## src/rtl/mips_pkg.sv

```systemverilog
// Shared definitions for the MIPS front end.
//   fetch_state_t    : instruction-fetch FSM states
//   NOP_INSTR        : all-zero MIPS sll $0,$0,0 used for squashed slots
//   WORD_BYTES       : instruction size, the sequential PC stride
//   DEFAULT_RESET_PC : first fetch address unless overridden
package mips_pkg;

    typedef enum logic [1:0] {
        BOOT  = 2'd0,
        RUN   = 2'd1,
        HOLD  = 2'd2,
        FLUSH = 2'd3
    } fetch_state_t;

    localparam logic [31:0] NOP_INSTR        = 32'h0000_0000;
    localparam logic [31:0] WORD_BYTES       = 32'd4;
    localparam logic [31:0] DEFAULT_RESET_PC = 32'h0000_0000;

    // Branch targets are word addresses; the two low bits are dropped.
    function automatic logic [31:0] word_align(input logic [31:0] addr);
        return {addr[31:2], 2'b00};
    endfunction

endpackage

```

## src/rtl/pc_register.sv

```systemverilog
// Fetch program counter: 32-bit register with async active-low reset to
// RESET_PC. When load is high it takes either the sequential successor
// (pc + WORD_BYTES, wrapping at 2^32) or an externally supplied target.
//   clock, reset_n : clock / async active-low reset
//   load           : update enable
//   sel_target     : 1 = load target, 0 = load pc + WORD_BYTES
//   target         : redirect address (already word aligned)
//   pc             : current fetch address
module pc_register
    import mips_pkg::*;
#(
    parameter logic [31:0] RESET_PC = DEFAULT_RESET_PC
) (
    input  logic        clock,
    input  logic        reset_n,
    input  logic        load,
    input  logic        sel_target,
    input  logic [31:0] target,
    output logic [31:0] pc
);

    logic [31:0] next_pc;

    assign next_pc = sel_target ? target : (pc + WORD_BYTES);

    always_ff @(posedge clock or negedge reset_n) begin
        if (!reset_n) begin
            pc <= RESET_PC;
        end else if (load) begin
            pc <= next_pc;
        end
    end

endmodule

```

## src/rtl/instruction_fetch.sv

```systemverilog
// Instruction fetch stage in front of a synchronous-read instruction memory
// (data returns one cycle after the address). Presents one instruction per
// cycle with its PC, holds it while the CPU stalls, and follows redirects.
//
// Ports:
//   clock, reset_n      : clock / async active-low reset
//   stall               : CPU did not consume the current instruction
//   redirect_valid      : taken branch/jump this cycle
//   redirect_target     : branch/jump byte address (low bits cleared here)
//   imem_addr/imem_data : instruction memory address / read data
//   instruction         : instruction word to the CPU (NOP when invalid)
//   instr_valid         : instruction is valid
//   pc_out, pc_plus4    : byte address of instruction, and that plus 4
//   err_misaligned      : sticky, set by a redirect with target[1:0] != 0
//
// Build option: define FETCH_DELAY_SLOT_EN to deliver the instruction already
// in flight behind a branch (MIPS delay slot) instead of squashing it.
module instruction_fetch
    import mips_pkg::*;
#(
    parameter logic [31:0] RESET_PC = DEFAULT_RESET_PC
) (
    input  logic        clock,
    input  logic        reset_n,
    input  logic        stall,
    input  logic        redirect_valid,
    input  logic [31:0] redirect_target,
    output logic [31:0] imem_addr,
    input  logic [31:0] imem_data,
    output logic [31:0] instruction,
    output logic        instr_valid,
    output logic [31:0] pc_out,
    output logic [31:0] pc_plus4,
    output logic        err_misaligned
);

    // With a delay slot the in-flight word is useful, so a redirect keeps
    // running; otherwise one FLUSH cycle hides the wrong-path word.
`ifdef FETCH_DELAY_SLOT_EN
    localparam fetch_state_t REDIRECT_STATE = RUN;
`else
    localparam fetch_state_t REDIRECT_STATE = FLUSH;
`endif

    fetch_state_t state, state_next;

    logic [31:0] fetch_pc;     // address currently presented to memory
    logic [31:0] addr_q;       // address of the word now on imem_data
    logic [31:0] hold_instr;
    logic [31:0] hold_pc;
    logic        pc_load;
    logic        pc_sel_target;
    logic        capture_hold;
    logic        take_redirect;

    pc_register #(
        .RESET_PC (RESET_PC)
    ) u_pc (
        .clock      (clock),
        .reset_n    (reset_n),
        .load       (pc_load),
        .sel_target (pc_sel_target),
        .target     (word_align(redirect_target)),
        .pc         (fetch_pc)
    );

    assign imem_addr     = fetch_pc;
    assign take_redirect = redirect_valid && (state != BOOT);
    assign pc_plus4      = pc_out + WORD_BYTES;

    always_ff @(posedge clock or negedge reset_n) begin
        if (!reset_n) begin
            state <= BOOT;
        end else begin
            state <= state_next;
        end
    end

    // addr_q tracks memory latency: whatever was addressed last cycle is
    // what imem_data carries now. In HOLD the address is frozen, so on
    // leaving HOLD imem_data already holds the next word (no bubble).
    always_ff @(posedge clock or negedge reset_n) begin
        if (!reset_n) begin
            addr_q         <= RESET_PC;
            hold_instr     <= NOP_INSTR;
            hold_pc        <= RESET_PC;
            err_misaligned <= 1'b0;
        end else begin
            addr_q <= imem_addr;
            if (capture_hold) begin
                hold_instr <= imem_data;
                hold_pc    <= addr_q;
            end
            if (take_redirect && (redirect_target[1:0] != 2'b00)) begin
                err_misaligned <= 1'b1;
            end
        end
    end

    always_comb begin
        state_next    = state;
        pc_load       = 1'b0;
        pc_sel_target = 1'b0;
        capture_hold  = 1'b0;
        instr_valid   = 1'b0;
        instruction   = NOP_INSTR;
        pc_out        = addr_q;

        case (state)
            BOOT: begin
                // Address RESET_PC this cycle, step to RESET_PC+4.
                pc_load    = 1'b1;
                state_next = RUN;
            end
            RUN: begin
                instr_valid = 1'b1;
                instruction = imem_data;
                if (stall) begin
                    capture_hold = 1'b1;
                    state_next   = HOLD;
                end else begin
                    pc_load = 1'b1;
                end
            end
            HOLD: begin
                instr_valid = 1'b1;
                instruction = hold_instr;
                pc_out      = hold_pc;
                if (!stall) begin
                    pc_load    = 1'b1;
                    state_next = RUN;
                end
            end
            FLUSH: begin
                // Target word is being read; it appears next cycle in RUN.
                pc_load    = 1'b1;
                state_next = RUN;
            end
            default: begin
                state_next = BOOT;
            end
        endcase

        // A redirect overrides stall handling in every state but BOOT.
        if (take_redirect) begin
            pc_load       = 1'b1;
            pc_sel_target = 1'b1;
            capture_hold  = 1'b0;
            state_next    = REDIRECT_STATE;
        end
    end

endmodule

```

## config.mk

```make
export PLATFORM = sky130hd
export DESIGN_NAME = instruction_fetch
export DESIGN_NICKNAME = d
export VERILOG_FILES = /design/src/rtl/mips_pkg.sv /design/src/rtl/pc_register.sv /design/src/rtl/instruction_fetch.sv
export SDC_FILE = /design/constraint.sdc
export NUM_CORES = 1
export LEC_CHECK = 0
export CAP_MARGIN = 20
export CORE_MARGIN = 3
export CORE_UTILIZATION = 51
export DETAILED_ROUTE_END_ITERATION = 12
export HOLD_SLACK_MARGIN = 0.15
export PLACE_DENSITY = 0.86
export RECOVER_POWER = 100
export SYNTH_ARGS = -nofsm -noshare
export SYNTH_HDL_FRONTEND = slang
export SYNTH_SLANG_ARGS = --single-unit
```

## constraint.sdc

```tcl
create_clock -name clock -period 10.8 [get_ports clock]
set_input_delay 2.7 -clock clock [delete_from_list [all_inputs] [get_ports clock]]
set_output_delay 2.7 -clock clock [all_outputs]
set_load 0.05 [all_outputs]
```

* Yosys cells after proc, flatten, opt, wreduce, memory -nomap -nowiden *
Index checks and enable logic that the tools add are counted.

cells by class
  $add $sub $neg = 2
  mux-type cells = 15
  reductions and logical operators = 8
  eq/ne operators = 5

operators by type and width
  cell                                                                   number
  32-bit by 3-bit adder with 32-bit output, second input constant        2
  32-bit 2-to-1 mux                                                      2
  32-bit case mux with 2 select lines                                    1
  1-bit 2-to-1 mux                                                       7
  2-bit 2-to-1 mux                                                       3
  3-bit != test, second input constant                                   2
  2-bit case mux with 3 select lines                                     1
  2-bit equality test, second input constant                             2
  2-bit nonzero test                                                     2
  2-bit OR reduction                                                     2
  2-bit by 1-bit equality test with 1-bit output, second input constant  1
  1-bit logical AND                                                      2
  2-bit logical NOT                                                      1
  1-bit case mux with 2 select lines                                     1
  2-bit AND reduction                                                    1

storage, ports and cells
  output and inout port bits = 130
  register bits = 131
  logic and storage cells = 36

* Logic depth before layout (Yosys ltp) *
Gate-level depths: netlist (run 1).

  word-level depth = 4
  mapped depth = 13

* By module *
A second synthesis (run 1) with hierarchy kept.

unflattened totals
  cells, all modules = 687
  area, all modules = 7394.6 um2

by module, submodules not included
  module             sequential area each (um2)  cells an instance  times used  area each (um2)
  instruction_fetch  2477.4                      438                1           5272.6
  pc_register        800.8                       249                1           2122.0

* Worst setup path after synthesis (run 1) *
Ideal clock, no wire load.

  path type = flip-flop to output port
  start point = reg state[0]
  end point = out pc_plus4[28]
  arrival time = 3.568 ns
  data required time = 8.100 ns
  cell stages (with the launch flop) = 14
  path buffers = 4
  path slack = 4.532 ns
  cell sequence = dfrtp_1 inv_1 ha_1 buf_6 buf_4 buf_2 buf_1 mux2_2 ha_1 nand4_1 nand2_1 and4_1 nand3_1 xnor2_1

between the ends
  cells in the longest elaborated chain, start to end = 3

ends and longest elaborated chain
  what                                      line                      RTL
  start, declared                           instruction_fetch.sv:45   fetch_state_t state, state_next;
  start signal, assigned                    instruction_fetch.sv:75   state <= state_next;
  2-bit equality test                       instruction_fetch.sv:109  case (state)
  32-bit 2-to-1 mux                         instruction_fetch.sv:109
  net pc_out[3]                             instruction_fetch.sv:32   output logic [31:0] pc_out,
  32-bit by 3-bit adder with 32-bit output  instruction_fetch.sv:69   assign pc_plus4 = pc_out + WORD_BYTES;
  end, declared                             instruction_fetch.sv:33   output logic [31:0] pc_plus4,

The timed path passes the listed nets, and every way through them passes these cells.

==> impl_metrics.py, run 1 <==
metrics = {
    "sta": {
        "clock.fmax_ghz": 0.129,
        "timing.slew.headroom": -1.38,
        "drv_slew": 249,
        "rsz0062_at_grt": "no",
        "final-hold-violation-count": 0,
        "setup_viol": 0,
        "post-route-period-util": 0.719,
        "fin_tns_setup_ps": 0,
        "finClkSkew_ps": 10.0,
        "period_minus_slack_ps": 7770,
        "tightest_slew_ps": 3570,
    },
    "synth": {
        "muxShareOfSynthArea": 0.160,
        "seq_area_frac_synth": 0.481,
        "yosys.area_share.adder": 0.00962,
        "synth-edff-count": 0,
        "synthCells": 594,
        "yosys_warnings": 0,
        "synth_cell_types": 41,
        "synth_compound_area_frac": 0.0787,
        "synth_top_flop_cell": "dfrtp_1",
        "ys_ff_latch": 125,
        "synth-simple-area-share": 0.157,
        "synth_top_family_by_area": "multiplexers",
        "synthArstFlopShare": 1.00,
        "synth_area_per_cell_um2": 10.9,
        "synth_area_mm2": 0.00650,
        "synth_xor_area_frac": 0.0768,
    },
    "floorplan": {
        "start_util": 0.532,
        "die_x_um": 119,
        "io_pins": 198,
        "die_area_mm2": 0.0141,
        "num_rows": 40,
        "core_mm2": 0.0122,
        "die_h_um": 119,
    },
    "pwr": {
        "p_per_area_mw_per_mm2": 222,
        "leakage_uw": 0.00381,
        "peakVddDrop_v": 0.000105,
    },
    "job": {
        "drv_cap": 5,
    },
    "cts": {
        "cts_tree": "done",
        "clock-sinks": 125,
        "cts_resized": 0,
        "clockRootBuffer": "clkbuf_16",
        "post-cts-setup-buffers": 0,
        "clockBufferDepth": 2,
        "clk_pin_slew_ps": 60,
        "htreeDepth": 4,
        "insertion_delay_ps": 410,
        "cts-buffers-inserted": 17,
        "cts_hold_buf": 0,
    },
    "routing": {
        "wl_um": 17700,
        "drtIter0Drc": 363,
        "vias": 5350,
        "viasPerCell": 5.60,
        "ant_nets": 0,
        "wl_per_cell_um": 18.5,
        "dr.pass1.iters": 4,
        "drc": 0,
    },
    "worst_setup_path": {
        "slowest_delay_ps": 2470,
        "cp_slowest_cell": "clkbuf_1",
        "critPathArrivalTime_ps": 7590,
        "rr_endpoint": "hold_instr[30]",
        "worstSetupEndpointType": "async pin",
        "cpMostUsedCell": "clkbuf_1",
        "critical_path_class": "input port to async pin",
        "cp_num_buf_inv": 2,
        "cp.required_ps": 10620,
        "reg2reg_depth": 6,
        "rrSetupSlack_ps": 5740,
        "cp_cell_sequence": "clkbuf_1, clkbuf_1",
        "reg2reg_from": "state[1]",
        "cpLargestDelayFamily": "buffers and inverters",
        "critical_path.max_fanout": 67,
        "cp-start-kind": "input port",
    },
    "layout": {
        "fin_util": 0.751,
        "fin_nets": 847,
        "drive_gt1_frac": 0.152,
        "fin_area_mm2": 0.00917,
        "syn_to_final_growth_pct": 41.1,
    },
    "grt": {
        "grtUsageTotal": 0.250,
        "grt_remaining_overflow": 0,
        "grt_pass1_wl_um": 28400,
        "antenna_found_initial": 1,
        "grt_max_degree": 94,
        "grt_pass1_vias": 5458,
    },
    "placement": {
        "gp_congestion": 0.852,
        "port_buffers": 191,
        "dp_hpwl_um": 12400,
        "place_area_mm2": 0.00851,
    },
    "hold_path": {
        "worstHoldEndpoint": "addr_q[20]",
        "holdCritPathClass": "flip-flop to flip-flop",
        "hp-start": "u_pc.pc[20]",
        "hold-path-cell-count": 0,
    },
    "run_status": {
        "outcome": "finished with violations",
        "violations": "capacitance limit, slew limit",
    },
}
-- kinds of logic after synthesis --
| kind of cell | count (synthesis) |
|---|---|
| flip-flops | 125 |
| other | 1 |
| AO/OA/AOI/OAI | 81 |
| multiplexers | 93 |
| AND/OR/NAND/NOR | 182 |
| adder cells (fa/ha/maj) | 5 |
| XOR/XNOR | 57 |
| buffers and inverters | 50 |
-- cell usage after synthesis (3+ instances only) --
cell,count,area [µm²]
a21oi_1,4,20.0
a22oi_1,32,240
and2_1,4,25.0
and3_1,9,56.3
and4_1,6,52.6
buf_2,9,45.0
buf_4,8,60.1
clkbuf_1,19,71.3
dfrtp_1,125,3130
ha_1,5,62.6
inv_1,11,41.3
mux2_2,85,957
mux2i_1,8,80.1
nand2_1,56,210
nand3_1,23,115
nand4_1,21,131
nand4b_1,7,61.3
nor2_1,8,30.0
nor2b_1,36,225
nor3_1,3,15.0
nor4_1,3,18.8
o21ai_0,38,190
xnor2_1,34,298
xor2_1,23,201
-- sequential cells by signal, summed over array words and instances (netlist names) --
name            flops
hold_instr         32
u_pc.pc            30
addr_q             30
state               2
hold_pc            30
err_misaligned      1
-- through the flow --
step / power [µW] / instances / hold WS, ps / setup slack, ps
after floorplan: 1170 / 599 / 475 / 4530
after global placement: 1380 / 921 / 437 / 3780
after detailed placement: 1410 / 922 / 437 / 3820
after CTS: 2070 / 954 / 458 / 3700
after global routing: 2120 / 956 / 468 / 1870
final: 2040 / 956 / 456 / 3030
-- worst max path at each step --
| stage | from | cells past startpoint | to |
|---|---|---|---|
| after floorplan | state[0] | 13 | pc_plus4[28] |
| after global placement | imem_data[31] | 4 | instruction[31] |
| after detailed placement | imem_data[31] | 4 | instruction[31] |
| after CTS | state[0] | 10 | pc_plus4[26] |
| after global routing | reset_n | 2 | hold_instr[5] |
| final | reset_n | 2 | hold_instr[5] |
-- cell type report --
| class | instances | area [µm²] |
|---|---|---|
| flip-flops and latches | 125 | 3130 |
| multi-input cells | 424 | 3170 |
| fillers | 853 | 3040 |
| repair buffers | 195 | 1940 |
| clock buffers | 18 | 439 |
| diodes | 1 | 2.50 |
| clock inverters | 14 | 241 |
| well taps | 168 | 210 |
| inverters | 11 | 41.3 |
-- worst reg2reg max path, stage by stage, from the launching register on --
cell	delay, ps
dfrtp_1	440
inv_1	120
ha_1	610
nand2_1	130
nor2_1	1190
clkbuf_1	1950
mux2_2	500
-- metal layers --
| layer | track usage | vias up | part of all wire |
|---|---|---|---|
| met2 | 0.405 | 205 | 0.50 |
| met4 | 0.116 | 0 | 0.031 |
| met5 | 0 | - | 0 |
| met1 | 0.328 | 2639 | 0.42 |
| li1 | - | 2463 | - |
| met3 | 0.0470 | 43 | 0.052 |
-- where the power goes --
part | leakage [µW] | switching [µW] | internal, µW
sequential | 0.00151 | 118 | 613
clock | 0.000330 | 211 | 440
combinational | 0.00198 | 396 | 260
-- cells in the final DEF (no fill, tap or decap), types with 2 or more instances in the layout --
cell type,synthesis,routed
dfrtp_1,125,125
clkbuf_1,19,4
xnor2_1,34,34
dlygate4sd3_1,0,125
nor2b_1,36,36
inv_1,11,11
nor4_1,3,3
a21oi_1,4,4
clkbuf_16,0,17
and3_1,9,9
mux2_2,85,82
nand4_1,21,21
and4_1,6,6
clkdlybuf4s50_1,0,65
a22oi_1,32,32
xor2_1,23,23
conb_1,1,6
clkinv_2,0,2
nor3_1,3,3
nor2_1,8,8
ha_1,5,4
nand4b_1,7,7
nand3_1,23,23
and2_1,4,4
mux2i_1,8,8
clkinv_4,0,5
mux2_1,0,3
nand2_1,56,56
bufinv_16,0,6
o21ai_0,38,39
Note: power is estimated with default switching activity, not from simulation.
==> run 2: changes to the inputs <==
--- a/config.mk
+++ b/config.mk
@@ -7,10 +7,10 @@
 export LEC_CHECK = 0
 export CAP_MARGIN = 20
 export CORE_MARGIN = 3
-export CORE_UTILIZATION = 51
+export CORE_UTILIZATION = 43
 export DETAILED_ROUTE_END_ITERATION = 12
 export HOLD_SLACK_MARGIN = 0.15
-export PLACE_DENSITY = 0.86
+export PLACE_DENSITY = 0.77
 export RECOVER_POWER = 100
 export SYNTH_ARGS = -nofsm -noshare
 export SYNTH_HDL_FRONTEND = slang
==> constraint.sdc (replaced) <==
create_clock -name clock -period 6.6 [get_ports clock]
set_input_delay 1.65 -clock clock [delete_from_list [all_inputs] [get_ports clock]]
set_output_delay 1.65 -clock clock [all_outputs]
set_load 0.05 [all_outputs]
==> impl_metrics.py, run 2 (synthesized netlist as in run 1, its figures left out) <==
metrics = {
    "floorplan": {
        "die_h_um": 129,
        "die_x_um": 129,
        "die_area_mm2": 0.0166,
        "start_util": 0.444,
        "io_pins": 198,
        "core_mm2": 0.0146,
        "num_rows": 44,
    },
    "routing": {
        "drtIter0Drc": 387,
        "viasPerCell": 5.44,
        "ant_nets": 0,
        "wl_um": 17600,
        "drc": 0,
        "vias": 5274,
        "wl_per_cell_um": 18.1,
        "dr.pass1.iters": 4,
    },
    "worst_setup_path": {
        "cpLargestDelayFamily": "buffers and inverters",
        "reg2reg_from": "state[0]",
        "reg2reg_depth": 7,
        "critPathArrivalTime_ps": 4370,
        "rrSetupSlack_ps": 1970,
        "worstSetupEndpointType": "primary output",
        "rr_endpoint": "hold_pc[18]",
        "crit_path_start": "state[0]",
        "cp_cell_sequence": "inv_1, ha_4, mux2_2, ha_1, nand4_1, nand2_1, and4_1, nand3_1, xnor2_1, dlygate4sd3_1",
        "critical_path_class": "flip-flop to primary output",
        "cp.required_ps": 4950,
        "cp_num_buf_inv": 2,
        "cp-start-kind": "flip-flop",
        "slowest_delay_ps": 890,
        "cp_slowest_cell": "dlygate4sd3_1",
        "critical_path.max_fanout": 93,
    },
    "layout": {
        "layout_commonest_cell": "dfrtp_1",
        "nFillCells": 1182,
        "largest_reg_flops": 32,
        "final_cell_mix": "dfrtp_1, dlygate4sd3_1, mux2_2, clkdlybuf4s50_1, nand2_1",
        "n_antenna_cell": 0,
        "fin_nets": 847,
        "fin_area_mm2": 0.00910,
        "drive_gt1_frac": 0.154,
        "syn_to_final_growth_pct": 40.0,
        "stdcell_count": 970,
        "largest_register": "hold_instr",
    },
    "hold_path": {
        "holdCritPathClass": "flip-flop to flip-flop",
        "worstHoldEndpoint": "addr_q[31]",
        "hold-path-cell-count": 0,
        "hp-start": "u_pc.pc[31]",
    },
    "pwr": {
        "p_per_area_mw_per_mm2": 350,
        "finalPower_uw": 3180,
        "leakage_uw": 0.00378,
        "peakVddDrop_v": 0.000196,
    },
    "grt": {
        "grtUsageTotal": 0.210,
        "grt_pass1_wl_um": 27400,
        "grt_max_degree": 94,
        "antenna_found_initial": 0,
        "grt_pass1_vias": 5291,
        "grt_remaining_overflow": 0,
    },
    "sta": {
        "tightest_slew_ps": 2810,
        "finClkSkew_ps": 7.20,
        "post-route-period-util": 0.911,
        "drv_slew": 227,
        "rsz0062_at_grt": "no",
        "fin_tns_setup_ps": 0,
        "final-hold-violation-count": 0,
        "clock.fmax_ghz": 0.166,
        "period_minus_slack_ps": 6020,
        "setup_viol": 0,
        "timing.slew.headroom": -0.870,
        "hold_ws_ps": 453,
    },
    "job": {
        "drv_cap": 4,
    },
    "cts": {
        "clockBufferDepth": 2,
        "clk_pin_slew_ps": 50,
        "cts_resized": 0,
        "post-cts-setup-buffers": 0,
        "cts_tree": "done",
        "cts-buffers-inserted": 17,
        "insertion_delay_ps": 410,
        "clockRootBuffer": "clkbuf_16",
        "cts_hold_buf": 0,
        "clock-sinks": 125,
        "htreeDepth": 4,
    },
    "run_status": {
        "outcome": "finished with violations",
        "violations": "capacitance limit, slew limit",
    },
    "placement": {
        "dp.cells": 939,
        "port_buffers": 191,
        "dp_hpwl_um": 13000,
        "gp_congestion": 0.896,
        "place_area_mm2": 0.00854,
    },
}
==> run 2: area by class of cell <==
cell class,count,area [µm²],area share
Sequential cell,125,3130,0.344
Timing Repair Buffer,195,1950,0.214
Inverter,11,41.3,0.00454
Multi-Input combinational cell,424,3170,0.348
Clock inverter,8,115,0.0127
Tap cell,184,230,0.0253
Clock buffer,23,468,0.0514
==> run 2: per-layer routing <==
layer / global-route usage / routed length [µm] / vias to the layer above
li1: - / - / 2457
met1: 0.279 / 7620 / 2641
met2: 0.345 / 8880 / 149
met3: 0.0361 / 704 / 27
met4: 0.0809 / 388 / 0
met5: 0 / 0 / -
==> run 2: worst max path at each step <==
stage | cells past startpoint | slack, ps | end
6_report | 10 | 580 | pc_plus4[28]
4_1_cts | 10 | 630 | pc_plus4[28]
2_1_floorplan | 13 | 1380 | pc_plus4[28]
5_1_grt | 6 | 280 | hold_pc[18]
3_5_place_dp | 10 | 1070 | pc_plus4[28]
3_3_place_gp | 10 | 1250 | pc_plus4[28]
==> run 2: where the power goes <==
group	internal (µW)	switching (µW)
Sequential	1000	189
Clock	608	310
Combinational	426	648
==> run 2: metrics by stage <==
stage          setup slack, ps  utilization
2_1_floorplan             1380            -
3_3_place_gp              1250        0.581
3_5_place_dp              1070        0.583
4_1_cts                    630        0.623
5_1_grt                    281        0.621
6_report                   584        0.621
